===== config.mk =====
export PLATFORM = sky130hd
export DESIGN_NAME = seq_magnitude_comparator
export DESIGN_NICKNAME = d
export VERILOG_FILES = /design/src/rtl/seq_magnitude_comparator.sv
export SDC_FILE = /design/constraint.sdc
export NUM_CORES = 1
export LEC_CHECK = 0
export CAP_MARGIN = 10
export CORE_ASPECT_RATIO = 0.5
export CORE_MARGIN = 8
export CORE_UTILIZATION = 25
export DETAILED_ROUTE_END_ITERATION = 6
export SETUP_SLACK_MARGIN = 0.1
export SLEW_MARGIN = 20
export SYNTH_ARGS = -nofsm -noshare
export SYNTH_HDL_FRONTEND = slang
export SYNTH_SLANG_ARGS = --single-unit

===== constraint.sdc =====
create_clock -name clk -period 6.5 [get_ports clk]
set_input_delay 1.3 -clock clk [delete_from_list [all_inputs] [get_ports clk]]
set_output_delay 1.3 -clock clk [all_outputs]
set_load 0.03 [all_outputs]

===== src/rtl/seq_magnitude_comparator.sv =====
`default_nettype none
// ============================================================================
// Module      : seq_magnitude_comparator
// Description : Multi-cycle WIDTH-bit magnitude comparator, CHUNK bits per
//               cycle MSB-first, signed/unsigned per transaction, valid/ready.
// Revision    : 1.0 - initial release
// ============================================================================
module seq_magnitude_comparator #(
    parameter int WIDTH = 16,
    parameter int CHUNK = 4
) (
    input  logic             clk,
    input  logic             rst,
    input  logic             in_valid,
    output logic             in_ready,
    input  logic [WIDTH-1:0] a,
    input  logic [WIDTH-1:0] b,
    input  logic             signed_mode,
    output logic             out_valid,
    input  logic             out_ready,
    output logic             g,
    output logic             l,
    output logic             e,
    output logic             busy
);

    localparam int NCHUNK = WIDTH / CHUNK;
    localparam int CW     = (NCHUNK > 1) ? $clog2(NCHUNK) : 1;
    localparam logic [CW-1:0] c_last_idx = CW'(NCHUNK - 1);

    if (WIDTH < 2 || CHUNK < 1 || CHUNK > WIDTH || (WIDTH % CHUNK) != 0) begin : g_bad_params
        $error("seq_magnitude_comparator: illegal WIDTH/CHUNK combination");
    end

    typedef enum logic [1:0] {
        S_IDLE = 2'd0,
        S_SCAN = 2'd1,
        S_DONE = 2'd2
    } state_t;

    state_t           r_state;
    logic [WIDTH-1:0] r_a;
    logic [WIDTH-1:0] r_b;
    logic [CW-1:0]    r_idx;
    logic             r_in_ready;
    logic             r_out_valid;
    logic             r_g;
    logic             r_l;
    logic             r_e;
    logic             r_busy;

    logic [WIDTH-1:0] w_a_sh;
    logic [WIDTH-1:0] w_b_sh;
    logic [CHUNK-1:0] w_a_chunk;
    logic [CHUNK-1:0] w_b_chunk;

    // Shifting the current chunk up to the MSB keeps the part-select constant.
    assign w_a_sh    = r_a << (32'(r_idx) * CHUNK);
    assign w_b_sh    = r_b << (32'(r_idx) * CHUNK);
    assign w_a_chunk = w_a_sh[WIDTH-1 -: CHUNK];
    assign w_b_chunk = w_b_sh[WIDTH-1 -: CHUNK];

    always_ff @(posedge clk) begin
        if (rst) begin
            r_state     <= S_IDLE;
            r_a         <= '0;
            r_b         <= '0;
            r_idx       <= '0;
            r_in_ready  <= 1'b1;
            r_out_valid <= 1'b0;
            r_g         <= 1'b0;
            r_l         <= 1'b0;
            r_e         <= 1'b0;
            r_busy      <= 1'b0;
        end else begin
            case (r_state)
                S_IDLE: begin
                    if (in_valid && r_in_ready) begin
                        // Offset-binary: flipping the sign bit maps signed order onto unsigned order.
                        r_a        <= a ^ {signed_mode, {(WIDTH-1){1'b0}}};
                        r_b        <= b ^ {signed_mode, {(WIDTH-1){1'b0}}};
                        r_idx      <= '0;
                        r_in_ready <= 1'b0;
                        r_busy     <= 1'b1;
                        r_state    <= S_SCAN;
                    end
                end
                S_SCAN: begin
                    if (w_a_chunk > w_b_chunk) begin
                        r_g         <= 1'b1;
                        r_out_valid <= 1'b1;
                        r_state     <= S_DONE;
                    end else if (w_a_chunk < w_b_chunk) begin
                        r_l         <= 1'b1;
                        r_out_valid <= 1'b1;
                        r_state     <= S_DONE;
                    end else if (r_idx == c_last_idx) begin
                        r_e         <= 1'b1;
                        r_out_valid <= 1'b1;
                        r_state     <= S_DONE;
                    end else begin
                        r_idx <= r_idx + 1'b1;
                    end
                end
                S_DONE: begin
                    if (out_ready) begin
                        r_g         <= 1'b0;
                        r_l         <= 1'b0;
                        r_e         <= 1'b0;
                        r_out_valid <= 1'b0;
                        r_busy      <= 1'b0;
                        r_in_ready  <= 1'b1;
                        r_state     <= S_IDLE;
                    end
                end
                default: begin
                    r_g         <= 1'b0;
                    r_l         <= 1'b0;
                    r_e         <= 1'b0;
                    r_out_valid <= 1'b0;
                    r_busy      <= 1'b0;
                    r_in_ready  <= 1'b1;
                    r_state     <= S_IDLE;
                end
            endcase
        end
    end

    assign in_ready  = r_in_ready;
    assign out_valid = r_out_valid;
    assign g         = r_g;
    assign l         = r_l;
    assign e         = r_e;
    assign busy      = r_busy;

endmodule
`default_nettype wire


==> flow_summary.yaml <==
placement:
  portBuffers: 42
  pre_cts_slack_ns: 3.39
  place_congestion: 0.706
  hpwl_mm: 3.09
clocking:
  cts.root.buffer_cell: "clkbuf_16"
  clk_latency_ns: 0.28
  clock_path_buffers: 2
  tritoncts: "done"
  cts_hold_buf: 0
  path_clk_slew_ns: 0.06
  post_cts_buffers: 0
  cts_resized: 0
  cts_sinks: 42
  cts_max_level: 2
  cts_buffers: 5
sta:
  timing.fmax_ghz: 0.354
  worstMarginPinSlew_ns: 0.931
  worst_hold_slack_ns: 0.450
  hold_viol_final: 0
  fin_ws_ns: 3.68
  slew_headroom_pct: 37.8
  skew_ns: 0.00243
  drv_slew: 0
  finalCriticalPeriod_ns: 2.82
  rsz0062_at_grt: "false"
  fin_tns_setup_ns: 0
  finalSetupViolCount: 0
  finalCritPeriodShare_pct: 43.5
global_routing:
  grt_pass1_wl_mm: 7.09
  grt_usage_pct: 8.17
  grt_pass1_vias: 1522
  gr-total-overflow: 0
  antenna_found_initial: 0
  grt_max_degree: 41
logic_synthesis:
  syn_nets: 251
  synthTopCellsByArea: "dfxtp_1 46%, nand2_1 14%, mux4_2 9.8%"
  yosysUniqueCellTypes: 29
  syn_area_per_cell_sq_um: 8.76
  ys_ff_latch: 42
  synthCells: 209
  seq_area_frac_synth_pct: 45.9
  yosysTopAreaCell: "dfxtp_1"
  yosysWarnings: 0
  synth.top_cell.area_share_pct: 45.9
  syn_area_sq_mm: 0.00183
layout:
  area_growth_pct: 35.0
  antenna_cells: 0
  final_common_cell: "nand2_1"
  final-seq-area_sq_um: 841
  filler_cell_count: 749
  drive_gt1_share_pct: 8.91
  layout_common_cells: "67 x nand2_1, 42 x dfxtp_1, 42 x clkdlybuf4s50_1, 33 x a21oi_1"
  fin_nets: 288
  multi_input_area_sq_um: 906
worst_setup_path:
  cp_max_fo: 30
  crit_slowest_cell: "nand2_1"
  path_depth: 5
  path_cells: "clkdlybuf4s50_1 > nor3b_1 > nand2_1 > nand2_1 > a21oi_1"
  crit_family: "simple AND/OR/NAND/NOR gates"
  r2r_setup_slack_ns: 3.78
  cpMostUsedCell: "nand2_1"
  startpoint_type: "input port"
  cp.required_ns: 6.65
  crit_buf_inv: 1
  reg2reg_depth: 6
  endpoint_kind: "flip-flop"
  critPathMaxStageDelay_ns: 0.59
  crit_start: "in_valid"
  crit_arrival_ns: 2.97
  r2r-start: "r_idx[1]"
  crit_type: "input port to flip-flop"
power:
  p_sw_uw: 222
  clockPowerShare_pct: 32.3
  pwr_density_cell_mw_per_mm2: 307
  seq_power_share_pct: 42.2
  vdd_ir_drop_max_mv: 0.131
  swShare_pct: 29.3
  p_int_uw: 536
  total_leakage_power_nw: 0.886
  pwr-share-comb_pct: 25.5
route:
  wire_per_inst_microns: 12.4
  top_layer_used: "met4"
  vias_per_cell: 4.40
  drt-pass1-iter-count: 4
  drt-met1-wl_mm: 1.91
  num_vias: 1508
  wl_met2_mm: 2.15
  ant_nets: 0
  drt_iter0_drc: 45
  drc: 0
  dr_wl_met3_microns: 133
  wl_mm: 4.26
floorplan:
  coreArea_sq_mm: 0.00721
  die_y_microns: 76.5
  die_x_microns: 137
  start_util_pct: 25.4
  die-area_sq_mm: 0.0105
  pin_count: 43
  fp-row-count: 22
job:
  cap_violations: 0
worst_hold_path:
  hold_start: "out_valid"
  hold_path_depth: 2
  hold_path_class: "flip-flop to flip-flop"
status:
  status: "finished clean"
==> per-layer routing <==
layer  vias up  track usage, %
li1        780               -
met1       705            9.43
met2        16            14.0
met3         7            2.17
met5         -               0
met4         0            3.23
==> worst paths after layout <==
kind | endpoint
min reg2reg | out_valid
max reg2reg | r_state[1]
min | out_valid
max | r_a[12]
==> through the flow <==
step           instance area, sq um  std cells  utilization [%]  power, mW
2_1_floorplan                  1830        209                -      0.457
3_3_place_gp                   2320        335             32.2      0.513
3_5_place_dp                   2320        335             32.2      0.519
4_1_cts                        2470        343             34.3      0.767
5_1_grt                        2470        343             34.3      0.803
6_report                       2470        343             34.3      0.758
==> synth_stat cells (all sizes together) <==
master,n
inv,6
a211oi,2
nand3b,1
nor3b,2
mux4,8
nor3,1
mux2,1
nand2,67
nor2,8
clkbuf,7
or2,1
nor4b,1
buf,7
ha,5
a21o,1
o21a,2
o41ai,1
a21oi,34
o21ai,5
dfxtp,42
nor4bb,1
a22o,1
o21bai,1
nand4,1
xnor2,2
a32o,1
==> layout make-up <==
type | instances | area share (%)
Sequential cell | 42 | 34.0
Tap cell | 96 | 4.86
Timing Repair Buffer | 44 | 17.6
Clock buffer | 7 | 5.77
Clock inverter | 1 | 0.202
Inverter | 6 | 0.911
Multi-Input combinational cell | 147 | 36.6
==> registers in the layout, summed over array words and instances (netlist names) <==
name and count:
l 1, r_b 16, r_state 2, e 1, in_ready 1, g 1
r_idx 2, r_a 16, out_valid 1, busy 1
==> worst reg2reg max path, cell delays in order, from the launching register on <==
cell	delay, ns
dfxtp_1	0.70
mux4_2	0.59
ha_1	0.34
nand4_1	0.15
or2_2	0.36
o21ai_0	0.33
o41ai_1	0.13
==> cell families after synthesis <==
| kind of cell | after synthesis | synth area share, % |
|---|---|---|
| flops | 42 | 45.9 |
| xor+xnor | 2 | 0.956 |
| buf+inv | 20 | 5.46 |
| compound gates | 48 | 15.2 |
| fa+ha+maj | 5 | 3.42 |
| simple gates | 83 | 18.6 |
| mux | 9 | 10.5 |
==> power by group through the flow <==
stage                     Combinational (mW)  Sequential (mW)  Clock [mW]
after floorplan                        0.132            0.324           0
after global placement                 0.190            0.324           0
after detailed placement               0.193            0.326           0
after CTS                              0.195            0.320       0.252
after global routing                   0.214            0.325       0.264
final                                  0.193            0.320       0.245
No activity file was read; power rests on OpenSTA's default activity.
